===== config.mk =====
export PLATFORM = sky130hd
export DESIGN_NAME = multicycle_control_unit
export DESIGN_NICKNAME = d
export VERILOG_FILES = /design/src/rtl/multicycle_control_unit_pkg.sv /design/src/rtl/multicycle_control_unit_mem_wait_timer.sv /design/src/rtl/multicycle_control_unit.sv
export SDC_FILE = /design/constraint.sdc
export NUM_CORES = 1
export LEC_CHECK = 0
export CAP_MARGIN = 30
export CORE_MARGIN = 3
export CORE_UTILIZATION = 26
export CTS_BUF_LIST = sky130_fd_sc_hd__clkbuf_8
export CTS_CLUSTER_SIZE = 10
export DETAILED_ROUTE_END_ITERATION = 6
export PLACE_DENSITY = 0.48
export RECOVER_POWER = 50
export SLEW_MARGIN = 20
export SYNTH_ARGS = -nofsm -noshare
export SYNTH_HDL_FRONTEND = slang
export SYNTH_SLANG_ARGS = --single-unit

===== constraint.sdc =====
create_clock -name i_clock -period 2.9 [get_ports i_clock]
set_clock_uncertainty 0.15 [all_clocks]
set_input_delay 0.725 -clock i_clock [delete_from_list [all_inputs] [get_ports i_clock]]
set_output_delay 0.725 -clock i_clock [all_outputs]
set_load 0.005 [all_outputs]

===== src/rtl/multicycle_control_unit_pkg.sv =====
// ============================================================================
// Module : multicycle_control_unit_pkg
// Brief  : Shared datapath select types, opcodes, trap causes and decode helpers
// Rev    : 1.0 - initial release
// ============================================================================
`default_nettype none

package multicycle_control_unit_pkg;

   typedef struct packed {
      logic [6:0] funct7;
      logic [4:0] rs2;
      logic [4:0] rs1;
      logic [2:0] funct3;
      logic [4:0] rd;
      logic [6:0] opcode;
   } ir_R_t;

   typedef enum logic [1:0] {
      PCSEL_PC    = 2'd0,
      PCSEL_PLUS4 = 2'd1,
      PCSEL_ALU   = 2'd2,
      PCSEL_TRAP  = 2'd3
   } pcsel_t;

   typedef enum logic {IRSEL_IR = 1'b0, IRSEL_MEM = 1'b1} irsel_t;

   typedef enum logic [1:0] {
      REGSEL_ALU   = 2'd0,
      REGSEL_MEM   = 2'd1,
      REGSEL_PLUS4 = 2'd2,
      REGSEL_RSV   = 2'd3
   } regsel_t;

   typedef enum logic {ALUSEL0_RS1  = 1'b0, ALUSEL0_PC   = 1'b1} alusel0_t;
   typedef enum logic {ALUSEL1_RS2  = 1'b0, ALUSEL1_IMM  = 1'b1} alusel1_t;
   typedef enum logic {ADDRSEL_PC   = 1'b0, ADDRSEL_ALU  = 1'b1} addrsel_t;
   typedef enum logic {RS1SEL_RS1   = 1'b0, RS1SEL_RSD   = 1'b1} rs1sel_t;
   typedef enum logic {TMPSEL_BYTE  = 1'b0, TMPSEL_HALF  = 1'b1} tmpsel_t;
   typedef enum logic {DATAOUTSEL_REG = 1'b0, DATAOUTSEL_TMP = 1'b1} dataoutsel_t;

   // ALU operation is {funct3, funct7}; OP_PASSB forwards operand B (LUI)
   typedef logic [9:0] operation_t;
   localparam operation_t OP_ADD   = 10'b000_0000000;
   localparam operation_t OP_PASSB = 10'b000_1111111;

   typedef enum logic [3:0] {
      CAUSE_NONE        = 4'd0,
      CAUSE_ILLEGAL     = 4'd2,
      CAUSE_LD_MISALIGN = 4'd4,
      CAUSE_MEM_TIMEOUT = 4'd5,
      CAUSE_ST_MISALIGN = 4'd6
   } cause_t;

   localparam logic [31:0] TRAP_VECTOR = 32'h0000_0100;

   localparam logic [6:0] OPC_OP     = 7'b0110011;
   localparam logic [6:0] OPC_OPIMM  = 7'b0010011;
   localparam logic [6:0] OPC_LUI    = 7'b0110111;
   localparam logic [6:0] OPC_AUIPC  = 7'b0010111;
   localparam logic [6:0] OPC_BRANCH = 7'b1100011;
   localparam logic [6:0] OPC_JAL    = 7'b1101111;
   localparam logic [6:0] OPC_JALR   = 7'b1100111;
   localparam logic [6:0] OPC_LOAD   = 7'b0000011;
   localparam logic [6:0] OPC_STORE  = 7'b0100011;

   function automatic logic is_legal(input logic [6:0] opcode, input logic [2:0] f3);
      case (opcode)
         OPC_OP, OPC_OPIMM, OPC_LUI, OPC_AUIPC, OPC_JAL: return 1'b1;
         OPC_JALR:   return (f3 == 3'b000);
         OPC_BRANCH: return (f3[2:1] != 2'b01);
         OPC_LOAD:   return (f3 != 3'b011) && (f3[2:1] != 2'b11);
         OPC_STORE:  return (f3[2] == 1'b0) && (f3[1:0] != 2'b11);
         default:    return 1'b0;
      endcase
   endfunction

   // funct3[0] inverts the base compare (BNE/BGE/BGEU)
   function automatic logic branch_taken(input logic [2:0] f3, input logic altb,
                                         input logic aeqb);
      case (f3[2:1])
         2'b00:        return aeqb ^ f3[0];
         2'b10, 2'b11: return altb ^ f3[0];
         default:      return 1'b0;
      endcase
   endfunction

endpackage

`default_nettype wire


===== src/rtl/multicycle_control_unit_mem_wait_timer.sv =====
// ============================================================================
// Module : mem_wait_timer
// Brief  : Counts cycles spent waiting on mem_ready and flags a watchdog timeout
// Rev    : 1.0 - initial release
// ============================================================================
`default_nettype none

module mem_wait_timer #(
   parameter int MEM_TIMEOUT = 16
) (
   input  logic i_clk,
   input  logic i_rst,
   input  logic i_clear,
   input  logic i_waiting,
   output logic o_timeout
);

   generate
      if (MEM_TIMEOUT > 0) begin : g_watchdog
         localparam int CW = $clog2(MEM_TIMEOUT + 1);
         localparam logic [CW-1:0] C_LIMIT = CW'(MEM_TIMEOUT);
         logic [CW-1:0] r_count;

         always_ff @(posedge i_clk) begin
            if (i_rst || i_clear) begin
               r_count <= '0;
            end else if (i_waiting && (r_count != C_LIMIT)) begin
               r_count <= r_count + 1'b1;
            end
         end

         assign o_timeout = (r_count == C_LIMIT);
      end else begin : g_no_watchdog
         logic w_unused;
         assign w_unused  = &{1'b0, i_clk, i_rst, i_clear, i_waiting};
         assign o_timeout = 1'b0;
      end
   endgenerate

endmodule

`default_nettype wire


===== src/rtl/multicycle_control_unit.sv =====
// ============================================================================
// Module : multicycle_control_unit
// Brief  : RV32I multicycle controller with ready handshake, watchdog and traps.
//          Define MISALIGN_TRAP_EN to trap misaligned loads/stores.
// Rev    : 1.0 - initial release
// ============================================================================
`default_nettype none

module multicycle_control_unit
   import multicycle_control_unit_pkg::*;
#(
   parameter int MEM_TIMEOUT = 16,
   parameter int CNT_W       = 32
) (
   input  logic             i_clock,
   input  logic             i_reset,
   input  logic [31:0]      i_ir,
   input  logic             i_altb,
   input  logic             i_aeqb,
   input  logic             i_mem_ready,
   input  logic [1:0]       i_addr_lo,
   output logic [1:0]       o_pcsel,
   output logic             o_irsel,
   output logic [1:0]       o_regsel,
   output logic             o_regen,
   output logic             o_alusel0,
   output logic             o_alusel1,
   output logic [9:0]       o_op,
   output logic             o_re,
   output logic             o_we,
   output logic             o_addrsel,
   output logic             o_rs1sel,
   output logic             o_tmpsel,
   output logic             o_dataoutsel,
   output logic             o_un_signed,
   output logic             o_trap,
   output logic [3:0]       o_trap_cause,
   output logic [CNT_W-1:0] o_retired
);

   typedef enum logic [2:0] {
      S_FETCH  = 3'd0,
      S_EXEC   = 3'd1,
      S_MEM_RD = 3'd2,
      S_MEM_WR = 3'd3,
      S_WB     = 3'd4,
      S_TRAP   = 3'd5
   } state_t;

   state_t           r_state;
   cause_t           r_trap_cause;
   logic [CNT_W-1:0] r_retired;

   ir_R_t       w_ir;
   state_t      w_next;
   cause_t      w_cause;
   pcsel_t      w_pcsel;
   irsel_t      w_irsel;
   regsel_t     w_regsel;
   alusel0_t    w_alusel0;
   alusel1_t    w_alusel1;
   operation_t  w_alu_op;
   operation_t  w_op;
   addrsel_t    w_addrsel;
   rs1sel_t     w_rs1sel;
   tmpsel_t     w_tmpsel;
   dataoutsel_t w_dataoutsel;
   logic        w_regen, w_re, w_we, w_un_signed, w_trap;
   logic        w_access, w_waiting, w_timeout, w_misalign, w_retire, w_unused;

   assign w_ir = i_ir;

`ifdef MISALIGN_TRAP_EN
   assign w_misalign = ((w_ir.funct3[1:0] == 2'b01) && i_addr_lo[0]) ||
                       ((w_ir.funct3[1:0] == 2'b10) && (i_addr_lo != 2'b00));
   assign w_unused   = &{1'b0, w_ir.rd, w_ir.rs1, w_ir.rs2};
`else
   assign w_misalign = 1'b0;
   assign w_unused   = &{1'b0, w_ir.rd, w_ir.rs1, w_ir.rs2, i_addr_lo};
`endif

   assign w_access  = (r_state == S_FETCH) || (r_state == S_MEM_RD) || (r_state == S_MEM_WR);
   assign w_waiting = w_access && !i_mem_ready;

   mem_wait_timer #(
      .MEM_TIMEOUT (MEM_TIMEOUT)
   ) u_mem_wait_timer (
      .i_clk     (i_clock),
      .i_rst     (i_reset),
      .i_clear   (w_next != r_state),
      .i_waiting (w_waiting),
      .o_timeout (w_timeout)
   );

   // ALU operand decode depends only on ir, so it stays stable across memory waits
   always_comb begin
      w_alusel0 = ALUSEL0_RS1;
      w_alusel1 = ALUSEL1_IMM;
      w_alu_op  = OP_ADD;
      case (w_ir.opcode)
         OPC_OP: begin
            w_alusel1 = ALUSEL1_RS2;
            w_alu_op  = {w_ir.funct3, w_ir.funct7};
         end
         OPC_OPIMM: w_alu_op = {w_ir.funct3, (w_ir.funct3[1:0] == 2'b01) ? w_ir.funct7 : 7'd0};
         OPC_LUI:   w_alu_op = OP_PASSB;
         OPC_AUIPC, OPC_BRANCH, OPC_JAL: w_alusel0 = ALUSEL0_PC;
         default: ;
      endcase
   end

   always_comb begin
      w_pcsel      = PCSEL_PC;
      w_irsel      = IRSEL_IR;
      w_regsel     = REGSEL_ALU;
      w_regen      = 1'b0;
      w_op         = w_alu_op;
      w_re         = 1'b0;
      w_we         = 1'b0;
      w_addrsel    = ADDRSEL_PC;
      w_rs1sel     = RS1SEL_RS1;
      w_tmpsel     = tmpsel_t'(w_ir.funct3[0]);
      w_dataoutsel = (w_ir.funct3[1:0] == 2'b10) ? DATAOUTSEL_REG : DATAOUTSEL_TMP;
      w_un_signed  = (w_ir.opcode == OPC_BRANCH) && (w_ir.funct3[2:1] == 2'b11);
      w_trap       = 1'b0;
      w_next       = r_state;
      w_cause      = CAUSE_NONE;
      case (r_state)
         S_FETCH: begin
            w_re = 1'b1;
            if (i_mem_ready) begin
               w_irsel = IRSEL_MEM;
               w_pcsel = PCSEL_PLUS4;
               w_next  = S_EXEC;
            end
         end
         S_EXEC: begin
            if (!is_legal(w_ir.opcode, w_ir.funct3)) begin
               w_next  = S_TRAP;
               w_cause = CAUSE_ILLEGAL;
            end else begin
               case (w_ir.opcode)
                  OPC_BRANCH: begin
                     if (branch_taken(w_ir.funct3, i_altb, i_aeqb)) w_pcsel = PCSEL_ALU;
                     w_next = S_FETCH;
                  end
                  OPC_JAL, OPC_JALR: begin
                     w_regsel = REGSEL_PLUS4;
                     w_regen  = 1'b1;
                     w_pcsel  = PCSEL_ALU;
                     w_next   = S_FETCH;
                  end
                  OPC_LOAD: begin
                     w_next  = w_misalign ? S_TRAP : S_MEM_RD;
                     w_cause = w_misalign ? CAUSE_LD_MISALIGN : CAUSE_NONE;
                  end
                  OPC_STORE: begin
                     if (w_misalign) begin
                        w_next  = S_TRAP;
                        w_cause = CAUSE_ST_MISALIGN;
                     end else begin
                        // SB/SH need a merge read of the target word first
                        w_next = (w_ir.funct3[1:0] == 2'b10) ? S_MEM_WR : S_MEM_RD;
                     end
                  end
                  default: begin
                     w_regen = 1'b1;
                     w_next  = S_FETCH;
                  end
               endcase
            end
         end
         S_MEM_RD: begin
            w_re      = 1'b1;
            w_addrsel = ADDRSEL_ALU;
            w_op      = OP_ADD;
            if (i_mem_ready) begin
               if (w_ir.opcode == OPC_STORE) begin
                  w_next = S_MEM_WR;
               end else begin
                  w_regsel = REGSEL_MEM;
                  w_regen  = 1'b1;
                  w_next   = S_WB;
               end
            end
         end
         S_MEM_WR: begin
            w_we      = 1'b1;
            w_addrsel = ADDRSEL_ALU;
            w_op      = OP_ADD;
            if (i_mem_ready) w_next = S_FETCH;
         end
         S_WB: begin
            w_rs1sel = RS1SEL_RSD;
            w_regsel = REGSEL_ALU;
            w_regen  = 1'b1;
            w_op     = {w_ir.funct3, w_ir.funct7};
            w_next   = S_FETCH;
         end
         S_TRAP: begin
            w_pcsel = PCSEL_TRAP;
            w_trap  = 1'b1;
            w_next  = S_FETCH;
         end
         default: w_next = S_FETCH;
      endcase
      // Watchdog expiry abandons the access regardless of a late ready
      if (w_timeout) begin
         w_re    = 1'b0;
         w_we    = 1'b0;
         w_pcsel = PCSEL_PC;
         w_irsel = IRSEL_IR;
         w_regen = 1'b0;
         w_next  = S_TRAP;
         w_cause = CAUSE_MEM_TIMEOUT;
      end
   end

   assign w_retire = (w_next == S_FETCH) &&
                     ((r_state == S_EXEC) || (r_state == S_MEM_WR) || (r_state == S_WB));

   always_ff @(posedge i_clock) begin
      if (i_reset) begin
         r_state      <= S_FETCH;
         r_trap_cause <= CAUSE_NONE;
         r_retired    <= '0;
      end else begin
         r_state <= w_next;
         if (w_next == S_TRAP) r_trap_cause <= w_cause;
         if (w_retire)         r_retired    <= r_retired + CNT_W'(1);
      end
   end

   assign o_pcsel      = i_reset ? 2'b00  : w_pcsel;
   assign o_irsel      = i_reset ? 1'b0   : w_irsel;
   assign o_regsel     = i_reset ? 2'b00  : w_regsel;
   assign o_regen      = i_reset ? 1'b0   : w_regen;
   assign o_alusel0    = i_reset ? 1'b0   : w_alusel0;
   assign o_alusel1    = i_reset ? 1'b0   : w_alusel1;
   assign o_op         = i_reset ? 10'd0  : w_op;
   assign o_re         = i_reset ? 1'b0   : w_re;
   assign o_we         = i_reset ? 1'b0   : w_we;
   assign o_addrsel    = i_reset ? 1'b0   : w_addrsel;
   assign o_rs1sel     = i_reset ? 1'b0   : w_rs1sel;
   assign o_tmpsel     = i_reset ? 1'b0   : w_tmpsel;
   assign o_dataoutsel = i_reset ? 1'b0   : w_dataoutsel;
   assign o_un_signed  = i_reset ? 1'b0   : w_un_signed;
   assign o_trap       = i_reset ? 1'b0   : w_trap;
   assign o_trap_cause = i_reset ? 4'd0   : r_trap_cause;
   assign o_retired    = i_reset ? '0     : r_retired;

endmodule

`default_nettype wire


==> Yosys cells after proc, flatten, opt, wreduce, memory -nomap -nowiden <==
Cells that the tools add are included.
{ "word_totals": {"out_inout_bits": 62, "inputBits": 39, "word_cells": 126, "regBits": 44} }
{ "classes": {"n_addsub": 2, "reduce_logical": 23, "mux": 68, "bitwise_logic": 3, "n_eq_ne": 26} }
{ "ops": {"columns": ["op", "count"], "rows": [
  ["1-bit two-way mux", 38],
  ["32-bit by 1-bit adder with 32-bit output (second input constant)", 1],
  ["32-bit two-way mux", 1],
  ["10-bit one-hot mux with 3 select lines", 1],
  ["7-bit by 6-bit == test with 1-bit output (second input constant)", 3],
  ["7-bit == test (second input constant)", 3],
  ["10-bit one-hot mux with 2 select lines", 1],
  ["2-bit two-way mux", 9],
  ["3-bit two-way mux", 6],
  ["7-bit by 5-bit == test with 1-bit output (second input constant)", 2],
  ["2-bit one-hot mux with 2 select lines", 3],
  ["3-bit one-hot mux with 4 select lines", 1],
  ["10-bit two-way mux", 1],
  ["3-bit == test (second input constant)", 3],
  ["3-bit logical NOT", 3],
  ["4-bit two-way mux", 2],
  ["2-bit OR reduction", 4],
  ["7-bit by 2-bit == test with 1-bit output (second input constant)", 1],
  ["7-bit two-way mux", 1],
  ["2-bit == test (second input constant)", 3],
  ["3-bit by 2-bit == test with 1-bit output (second input constant)", 2],
  ["1-bit logical AND", 6],
  ["2-bit one-hot mux with 3 select lines", 1],
  ["3-bit OR reduction", 2],
  ["18 further kinds", 24]
]} }

==> Longest topological paths before layout <==
Gate-level depths: netlist of the first run.
{ "logic_depth": {"depth_word": 12, "mapped_depth": 9, "depth_no_buf": 7} }

==> By module <==
A second synthesis of the first run with hierarchy kept.
{ "hier_totals": {"cells_unflattened": 410, "area_unflattened_um2": 3116.7} }
{ "modules_own_cells": {"columns": ["mod", "seq_area_each_um2", "area_each_um2", "cells_per_inst", "n_inst"], "rows": [
  ["multicycle_control_unit", 740.7, 2835.2, 381, 1],
  ["mem_wait_timer", 100.1, 281.5, 29, 1]
]} }

==> Least setup slack after synthesis of the first run <==
Ideal clock, no wire load.
{ "synth_path": {"path_kind": "input-to-output", "startpoint": "input port i_ir[6]", "endpoint": "output port o_op[0]", "t_required_ns": 2.025, "path_stages": 4, "n_path_buf": 0, "path_slack_ns": -0.089, "arrival_ns": 2.114, "path_cell_list": "nand2b_1 -> or3_1 -> nor4_1 -> a21o_1"} }
{ "synth_via": {"elab_chain_cells": 4, "elab_cells_between_ends": 6, "classes_between": "eq/ne: 3; mux: 3"} }
{ "synth_rtl": {"columns": ["item", "line", "rtl"], "rows": [
  ["start: declaration", "multicycle_control_unit.sv:17", "input logic [31:0] i_ir,"],
  ["7-bit by 6-bit == test with 1-bit output / 7-bit by 5-bit == test with 1-bit output (equally long branches)", "multicycle_control_unit.sv:100", "case (w_ir.opcode)"],
  ["10-bit one-hot mux with 3 select lines *", "multicycle_control_unit.sv:100", null],
  ["10-bit one-hot mux with 2 select lines *", "multicycle_control_unit.sv:128", "case (r_state)"],
  ["10-bit two-way mux *", "multicycle_control_unit.sv:240", "assign o_op = i_reset ? 10'd0 : w_op;"],
  ["end: declaration", "multicycle_control_unit.sv:28", "output logic [9:0] o_op,"]
]} }
Mark *: on every way between the ends. The rest lies on a longest branch, timed or not.

==> Final worst setup path of the first run <==
{ "layout_path": {"startpoint": "input port i_ir[3]", "endpoint": "output port o_op[1]"} }
Same word-level chain as after synthesis.

==> reports/metrics.csv, run 1 <==
stage,metric,value,unit
run_status,status,"finished, violations left",
run_status,failing checks,negative setup slack,
pwr,Lkg Pwr,2.15,nW
sta,final worst setup slack,-68.2,ps
clock_network,clock latency on the worst-skew pair,300,ps
floorplanning,initial core utilization,27.3,%
routing,drt initial violations,211,
global_route,global route total overflow,0,
critical_path,Startpoint Class,primary input,
clock_network,number of buffers created by CTS,5,
sta,count of pins over their slew limit,0,
routing,via-per-instance ratio,5.08,
critical_path,Most common cell on crit path,buf_6,
global_route,initial antenna violation count,0,
logic_synthesis,fraction of registers with async set/reset,0,%
critical_path,critical path launch point,i_ir[3],
sta,RSZ-0062 raised after global routing,yes,
sta,final setup violation count,9,
logic_synthesis,Syn. warnings,0,
sta,Slew @ Worst Pin,648,ps
sta,setup_tns,-531,ps
logic_synthesis,Synth top cells by count,"45 x nor2_1, 42 x dfxtp_1, 42 x nor2b_1, 22 x a21oi_1, 17 x nand4_1",
routing,DRC viols,0,
logic_synthesis,"Primary FF master, synth",dfxtp_1,
routing,DR pass1 iterations,4,
floorplanning,die area,14400,sq um
placement,hpwl dp,8.18,mm
final_layout,post-route cell area,5320,sq um
logic_synthesis,syn_nets,449,
critical_path,CP Buf/Inv Count,5,
routing,Total Wirelength,11.4,mm
critical_path,"Critical Path, Cell by Cell",buf_8 -> buf_4 -> nand4bb_4 -> nor2_4 -> buf_6 -> o211ai_1 -> a21oi_2 -> buf_6 -> a21o_1 -> buf_2,
critical_path,worst path required time,2030,ps
pwr,Peak VDD IR,0.000206,V
sta,final hold vios,0,
floorplanning,Die W,120,um
pwr,P per Cell Area,298,nW/um^2
logic_synthesis,"Avg Cell Area, Syn",8.29,sq um
sta,Slew HR,56.6,%
critical_path,CP peak stage delay,240,ps
floorplanning,core box area,12400,sq um
floorplanning,io pins,101,
logic_synthesis,Synth Cell Area,3380,sq um
final_layout,Final #Nets,593,
clock_network,TritonCTS clock tree,built,
logic_synthesis,#FFs+latches synth,42,
critical_path,WP data arrival,2090,ps
global_route,largest net degree at the start of global routing,30,
placement,Placed Instance Area,4860,sq um
logic_synthesis,top-count cell post-synth,nor2_1,
critical_path,CP endpoint kind,output port,
routing,Detail Route Antenna Nets,0,
final_layout,synthesis-to-layout area growth,57.6,%
sta,FMAX,337,MHz
critical_path,FF-to-FF Start,r_state[2]$_SDFF_PP0_,
logic_synthesis,Syn Inst Count,407,
critical_path,crit path kind,in -> out,
placement,Final Wtd Congestion,0.801,
clock_network,clock-pin slew on the worst setup and hold paths,80,ps
sta,fin crit period,2970,ps
routing,Routed wire per std cell,15.8,um
logic_synthesis,biggest area consumer among synthesized cells,dfxtp_1,
min_path,hold_sp,r_trap_cause[1]$_SDFFE_PP0N_,
logic_synthesis,"EDFF count, synth",0,
global_route,Overall Global Routing Usage,14.8,%
floorplanning,std cell rows,40,
final_layout,ANT cells,0,
critical_path,CP max-delay cell,nand4bb_4,
critical_path,Worst R2R Setup Slack,190,ps
final_layout,share of cells above drive strength 1,35.5,%
placement,Port Buf Inserts,82,
logic_synthesis,synth top area cells,"dfxtp_1 25%, nor2b_1 7.8%, nor4_4 6.3%",
routing,total vias in the final route,3658,
sta,"Period Utilization, post-route",102,%
job,Max Cap Viol,0,
min_path,worst hold path type,reg -> reg,
critical_path,critical path's top delay family,buffers and inverters,
clock_network,CTS max path bufs,2,
logic_synthesis,area share of the largest cell type after synthesis,24.9,%
final_layout,fin util,43.0,%
logic_synthesis,post-synthesis sequential area ratio,24.9,%
clock_network,Root Driver,clkbuf_8,
global_route,first-pass GRT wire length,17.9,mm
clock_network,CTS H-tree depth,2,
clock_network,clock sinks,42,
floorplanning,Die Height,120,um
logic_synthesis,Cell variety after synth,65,
clock_network,CTS Hold Bufs,0,
critical_path,maximum fanout along the worst path,5,
global_route,vias in the first global route,3537,
-- power by group --
| part | internal (mW) | switching [mW] |
|---|---|---|
| Combinational | 0.207 | 0.207 |
| Clock | 0.345 | 0.226 |
| Sequential | 0.585 | 0.0117 |
-- placed cells by master (no fill, tap or decap), types with 11 or more instances in the layout --
| cell | n |
|---|---|
| nor2b_1 | 37 |
| nand4_1 | 17 |
| mux2_1 | 15 |
| buf_2 | 21 |
| nand2_1 | 13 |
| dfxtp_1 | 39 |
| nor3_1 | 11 |
| a21oi_1 | 15 |
| nand3_1 | 15 |
| buf_4 | 69 |
| clkdlybuf4s50_1 | 51 |
| nor2_1 | 43 |
-- stage by stage --
step	worst slack [ps]	total power [mW]	std cells	hold WS, ps
3_3_place_gp	-932	0.960	696	301
5_1_grt	-146	1.65	720	378
6_report	-68.2	1.58	720	313
4_1_cts	-94.2	1.56	714	320
3_5_place_dp	-993	0.963	696	300
2_1_floorplan	97.6	0.789	407	282
-- worst paths after layout --
| kind | cells after the start | end |
|---|---|---|
| max | 10 | o_op[1] |
| min | 2 | r_trap_cause[1]$_SDFFE_PP0N_ |
| max reg2reg | 7 | r_retired[24]$_SDFFE_PP0P_ |
| min reg2reg | 2 | r_trap_cause[1]$_SDFFE_PP0N_ |
-- routing by layer --
metal / share of wire (%) / GRT usage (%)
met5: 0 / 0
met4: 0.68 / 2.22
met3: 2.9 / 1.79
met2: 45 / 23.8
met1: 51 / 21.7
-- area by class of cell --
cell class              count  area, sq um
clock inverters             3         68.8
flip-flops and latches     42          845
repair buffers            168         1540
well taps                 168          210
inverters                   6         22.5
fillers                  1257         7040
clock buffers               5         68.8
multi-input cells         328         2570
-- kinds of logic (layout without fill, tap and decap cells) --
family	after synthesis	in the layout	synth area share (%)
simple gates	232	232	45.4
flops	42	42	24.9
other cells	1	1	0.111
mux	25	25	8.30
compound gates	63	63	13.3
fa+ha+maj	3	3	1.11
xor+xnor	4	4	1.04
buf+inv	37	182	5.82
-- flip-flops by register name, summed over array words and instances (netlist names) --
name / count
r_trap_cause: 2
r_state: 3
u_mem_wait_timer.g_watchdog.r_count: 5
r_retired: 32
-- worst register-to-register path: stages (launching register included) --
cell,delay (ps)
dfxtp_1,590
nor3b_4,340
buf_4,180
o2111ai_2,210
and2b_1,420
nand4_1,190
or4_4,450
a21oi_2,130
-- repair_timing --
| item | 4_1_cts | 5_1_grt |
|---|---|---|
| setup endpoints to repair | 58 | 23 |
| resized for setup | 133 | 36 |
| hold endpoints to repair | 0 | 0 |
| cloned | 0 | 3 |
| pin swaps | 18 | 21 |
| buffers inserted | 10 | 5 |
(Power assumes the default switching activity.)
==> run 2: changes to the inputs <==
- PLACE_DENSITY: 0.48 -> unset
- PLACE_DENSITY_LB_ADDON: unset -> 0.12
- clock period: 2.9 -> 3.7 ns (I/O delays scaled with it)
==> reports/metrics.csv, run 2 (synthesis results as in run 1) <==
stage,metric,value,unit
run_status,status,completed,
final_layout,ANT cells,0,
critical_path,Worst setup endpoint,o_regsel[0],
min_path,hold_sp,r_trap_cause[0]$_SDFFE_PP0N_,
critical_path,Most common cell on crit path,buf_4,
critical_path,crit path kind,in -> out,
floorplanning,std cell rows,40,
global_route,largest net degree at the start of global routing,58,
clock_network,CTS Hold Bufs,0,
pwr,NetSw,0.311,mW
clock_network,clock-pin slew on the worst setup and hold paths,80,ps
clock_network,clock latency on the worst-skew pair,300,ps
pwr,P_int,0.726,mW
critical_path,critical path's top delay family,buffers and inverters,
job,Max Cap Viol,0,
routing,Detail Route Antenna Nets,0,
final_layout,synthesis-to-layout area growth,43.7,%
critical_path,Startpoint Class,primary input,
clock_network,TritonCTS clock tree,built,
floorplanning,Die W,120,um
sta,"Period Utilization, post-route",96.9,%
pwr,sequential share of power,45.2,%
final_layout,"commonest non-fill, non-tap cell in the layout",buf_4,
clock_network,clock sinks,42,
critical_path,CP max-delay cell,dlygate4sd2_1,
pwr,Peak VDD IR,0.000129,V
floorplanning,initial core utilization,27.3,%
critical_path,FF-to-FF End,r_retired[15]$_SDFFE_PP0P_,
global_route,first-pass GRT wire length,17.1,mm
pwr,share of power burned in the clock network,30.0,%
floorplanning,Die Height,120,um
global_route,vias in the first global route,3326,
critical_path,WP data arrival,2510,ps
placement,# placed instances,677,
critical_path,maximum fanout along the worst path,4,
critical_path,CP Buf/Inv Count,7,
critical_path,CP peak stage delay,260,ps
floorplanning,die area,14400,sq um
sta,setup_tns,0,ps
sta,count of pins over their slew limit,0,
placement,Placed Instance Area,4670,sq um
critical_path,FF-to-FF Start,r_state[2]$_SDFF_PP0_,
pwr,Comb pwr share,24.8,%
sta,worst hold slack,308,ps
placement,Port Buf Inserts,82,
routing,DRC viols,0,
critical_path,Reg2Reg Depth,6,
clock_network,CTS max path bufs,2,
critical_path,Worst R2R Setup Slack,800,ps
sta,FMAX,279,MHz
routing,total vias in the final route,3492,
final_layout,"Most flops, register",r_retired,
sta,fin crit period,3580,ps
final_layout,Final Non-Filler Cells,700,
global_route,Overall Global Routing Usage,14.3,%
final_layout,most frequent cells in the layout,"53 x buf_4, 44 x nor2_1, 42 x nor2b_1, 42 x dfxtp_1, 31 x dlygate4sd3_1",
min_path,worst hold path type,reg -> reg,
final_layout,Final #Nets,573,
critical_path,Crit path depth,10,
pwr,P per Cell Area,214,nW/um^2
clock_network,CTS H-tree depth,2,
critical_path,worst path required time,2620,ps
clock_network,number of buffers created by CTS,5,
sta,final hold vios,0,
routing,DR pass1 iterations,4,
pwr,Total Power,1.04,mW
placement,hpwl dp,7.65,mm
final_layout,post-route cell area,4850,sq um
critical_path,CP endpoint kind,output port,
pwr,Lkg Pwr,2.04,nW
final_layout,largest registers,"r_retired (32), u_mem_wait_timer.g_watchdog.r_count (5), r_state (3)",
clock_network,Root Driver,clkbuf_8,
final_layout,share of cells above drive strength 1,24.2,%
sta,final setup violation count,0,
global_route,initial antenna violation count,0,
sta,RSZ-0062 raised after global routing,no,
placement,Final Wtd Congestion,0.775,
sta,Slew HR,30.0,%
routing,drt initial violations,214,
global_route,global route total overflow,0,
final_layout,max reg flops,32,
floorplanning,core box area,12400,sq um
sta,Slew @ Worst Pin,1050,ps
floorplanning,io pins,101,
critical_path,critical path launch point,i_ir[0],
critical_path,"Critical Path, Cell by Cell",clkdlybuf4s15_2 -> nor4bb_4 -> buf_4 -> buf_4 -> buf_4 -> buf_4 -> a21oi_2 -> buf_4 -> nor2b_1 -> dlygate4sd2_1,
routing,Total Wirelength,10.5,mm
routing,Routed wire per std cell,14.9,um
pwr,Sw Ratio,30.0,%
routing,via-per-instance ratio,4.99,
## run 2: layout make-up
cell class / count / area [sq um]
Sequential cell: 42 / 841
Fill cell: 1302 / 7510
Timing Repair Buffer: 148 / 1270
Inverter: 6 / 22.5
Clock buffer: 6 / 82.6
Clock inverter: 2 / 8.76
Multi-Input combinational cell: 328 / 2410
Tap cell: 168 / 210
## run 2: power groups by stage
stage          clock network, mW  logic [mW]  registers (mW)
2_1_floorplan                  0       0.144           0.474
3_3_place_gp                   0       0.253           0.479
3_5_place_dp                   0       0.255           0.479
4_1_cts                    0.326       0.262           0.469
5_1_grt                    0.353       0.281           0.471
6_report                   0.311       0.257           0.469
## run 2: worst reg2reg max path, delay by kind of cell, from the launching register on
kind            cells  cell delay, ps
mux                 1             370
compound gates      1             300
flops               1             710
simple gates        4            1260
## run 2: routing by layer
metal	GRT usage [%]	up-vias	share of wire, %
li1	-	1758	-
met1	20.7	1651	49
met2	22.2	73	46
met3	2.50	10	4.0
met4	2.86	0	0.75
met5	0	-	0
## run 2: worst min-delay path by stage
stage	end	slack [ps]	cells after the start
finish	r_trap_cause[0]$_SDFFE_PP0N_	310	2
detailed placement	r_trap_cause[0]$_SDFFE_PP0N_	300	2
CTS	r_trap_cause[0]$_SDFFE_PP0N_	310	2
global route	r_trap_cause[0]$_SDFFE_PP0N_	320	2
floorplan	r_trap_cause[0]$_SDFFE_PP0N_	280	2
global placement	r_trap_cause[0]$_SDFFE_PP0N_	300	2
## run 2: timing repair
item | 4_1_cts | 5_1_grt
gates cloned | 0 | 0
pin swaps | 8 | 10
setup endpoints to repair | 16 | 14
gates resized for setup | 56 | 23
setup buffers | 11 | 4
## run 2: through the flow
step / setup WS [ps] / utilization, %
finish: 116 / 39.2
global route: 11.4 / 39.2
CTS: -56.2 / 39.6
detailed placement: -665 / 37.8
global placement: -604 / 37.8
floorplan: 311 / -
==> run 3: changes to the inputs <==
- SETUP_SLACK_MARGIN: unset -> 0.3
==> reports/metrics.csv, run 3 (synthesis results as in run 1) <==
stage,metric,value,unit
run_status,status,completed,
critical_path,WP data arrival,2420,ps
final_layout,ANT cells,0,
pwr,Comb pwr share,25.9,%
critical_path,Reg2Reg Depth,6,
pwr,Lkg Pwr,2.11,nW
routing,drt initial violations,220,
critical_path,CP peak stage delay,260,ps
sta,final setup violation count,0,
global_route,vias in the first global route,3412,
clock_network,clock sinks,42,
routing,Routed wire per std cell,14.9,um
sta,RSZ-0062 raised after global routing,yes,
routing,total vias in the final route,3549,
min_path,Hold Crit Depth,2,
sta,setup_tns,0,ps
sta,"Period Utilization, post-route",94.4,%
critical_path,CP Buf/Inv Count,5,
critical_path,crit path kind,in -> out,
sta,Slew @ Worst Pin,641,ps
global_route,initial antenna violation count,0,
floorplanning,io pins,101,
placement,hpwl dp,7.65,mm
global_route,first-pass GRT wire length,17.6,mm
pwr,Sw Ratio,29.6,%
critical_path,Crit path depth,10,
critical_path,"Critical Path, Cell by Cell",buf_8 -> nor4bb_4 -> clkbuf_1 -> buf_6 -> o21ai_4 -> o221ai_2 -> buf_4 -> nand4_1 -> a21oi_2 -> buf_2,
clock_network,Root Driver,clkbuf_8,
global_route,global route total overflow,0,
floorplanning,core box area,12400,sq um
critical_path,CP max-delay cell,nor4bb_4,
floorplanning,std cell rows,40,
final_layout,most frequent cells in the layout,"61 x buf_4, 42 x dfxtp_1, 41 x nor2b_1, 41 x nor2_1, 28 x dlygate4sd3_1",
job,Max Cap Viol,0,
critical_path,maximum fanout along the worst path,4,
final_layout,synthesis-to-layout area growth,48.8,%
floorplanning,Die W,120,um
final_layout,max reg flops,32,
floorplanning,Die Height,120,um
placement,Final Wtd Congestion,0.775,
final_layout,largest registers,"r_retired (32), u_mem_wait_timer.g_watchdog.r_count (5), r_state (3)",
clock_network,CTS H-tree depth,2,
routing,Total Wirelength,10.6,mm
clock_network,clock-pin slew on the worst setup and hold paths,70,ps
routing,DRC viols,0,
global_route,Overall Global Routing Usage,14.7,%
critical_path,worst path required time,2620,ps
floorplanning,initial core utilization,27.3,%
final_layout,Final #Nets,589,
floorplanning,die area,14400,sq um
clock_network,TritonCTS clock tree,built,
min_path,worst hold path type,reg -> reg,
routing,DR pass1 iterations,4,
final_layout,"Most flops, register",r_retired,
routing,Detail Route Antenna Nets,0,
pwr,sequential share of power,44.7,%
clock_network,CTS max path bufs,2,
pwr,Peak VDD IR,0.000130,V
final_layout,share of cells above drive strength 1,30.5,%
placement,Port Buf Inserts,82,
sta,Slew HR,57.3,%
pwr,NetSw,0.311,mW
sta,count of pins over their slew limit,0,
sta,worst hold slack,308,ps
clock_network,number of buffers created by CTS,5,
sta,final hold vios,0,
critical_path,Startpoint Class,primary input,
global_route,largest net degree at the start of global routing,58,
sta,FMAX,286,MHz
critical_path,CP endpoint kind,output port,
routing,via-per-instance ratio,4.96,
pwr,share of power burned in the clock network,29.3,%
critical_path,critical path's top delay family,buffers and inverters,
critical_path,Worst R2R Setup Slack,770,ps
pwr,P_int,0.737,mW
sta,fin crit period,3490,ps
final_layout,"commonest non-fill, non-tap cell in the layout",buf_4,
pwr,P per Cell Area,209,nW/um^2
clock_network,clock latency on the worst-skew pair,300,ps
## run 3: changes by cell type in the layout (fill, tap and decap cells not counted), sizes merged
cell / delta
dlymetal6s2s: -2
clkbuf: -7
dlygate4sd2: -6
dlygate4sd3: -3
clkdlybuf4s50: +2
clkdlybuf4s15: -2
buf: +34
## run 3: power by group through the flow
stage	combinational [mW]	clock, mW	sequential [mW]
3_3_place_gp	0.253	0	0.479
4_1_cts	0.273	0.326	0.469
5_1_grt	0.296	0.354	0.471
2_1_floorplan	0.144	0	0.474
3_5_place_dp	0.255	0	0.479
6_report	0.272	0.307	0.469
## run 3: layout make-up
type | instances | area (sq um)
Clock buffer | 6 | 82.6
Clock inverter | 2 | 8.76
Fill cell | 1286 | 7340
Inverter | 6 | 25.0
Multi-Input combinational cell | 328 | 2450
Sequential cell | 42 | 841
Tap cell | 168 | 210
Timing Repair Buffer | 164 | 1410
## run 3: worst register-to-register path, delay by kind of cell, from the launching register on
kind	cells	cell delay, ps
AND/OR/NAND/NOR	4	1320
multiplexers	1	350
flip-flops	1	710
AO/OA/AOI/OAI	1	300
## run 3: path summary, 6_finish.rpt
kind | start | endpoint
max | i_ir[2] | o_regen
min | r_trap_cause[0]$_SDFFE_PP0N_ | r_trap_cause[0]$_SDFFE_PP0N_
max reg2reg | r_state[2]$_SDFF_PP0_ | r_retired[27]$_SDFFE_PP0P_
min reg2reg | r_trap_cause[0]$_SDFFE_PP0N_ | r_trap_cause[0]$_SDFFE_PP0N_
## run 3: layer usage
metal / wire length (um) / share of wire (%) / vias to the layer above / track usage, %
met5: 0 / 0 / - / 0
met4: 80 / 0.75 / 0 / 2.86
met1: 5390 / 51 / 1683 / 21.5
li1: - / - / 1793 / -
met3: 358 / 3.4 / 9 / 2.31
met2: 4810 / 45 / 64 / 22.7
## run 3: stage by stage
stage | setup slack [ps] | area [sq um] | instances | utilization [%] | power [mW]
after floorplan | 311 | 3380 | 407 | - | 0.618
after global placement | -604 | 4670 | 677 | 37.8 | 0.732
after detailed placement | -665 | 4670 | 677 | 37.8 | 0.734
after CTS | 210 | 5020 | 710 | 40.6 | 1.07
after global routing | 59.4 | 5020 | 716 | 40.6 | 1.12
final | 209 | 5020 | 716 | 40.6 | 1.05
## run 3: repair_timing
item | 4_1_cts | 5_1_grt
hold buffers | 0 | 0
endpoints found under the setup margin | 21 | 22
pin swaps | 23 | 20
setup buffers | 25 | 6
gates resized for setup | 133 | 21
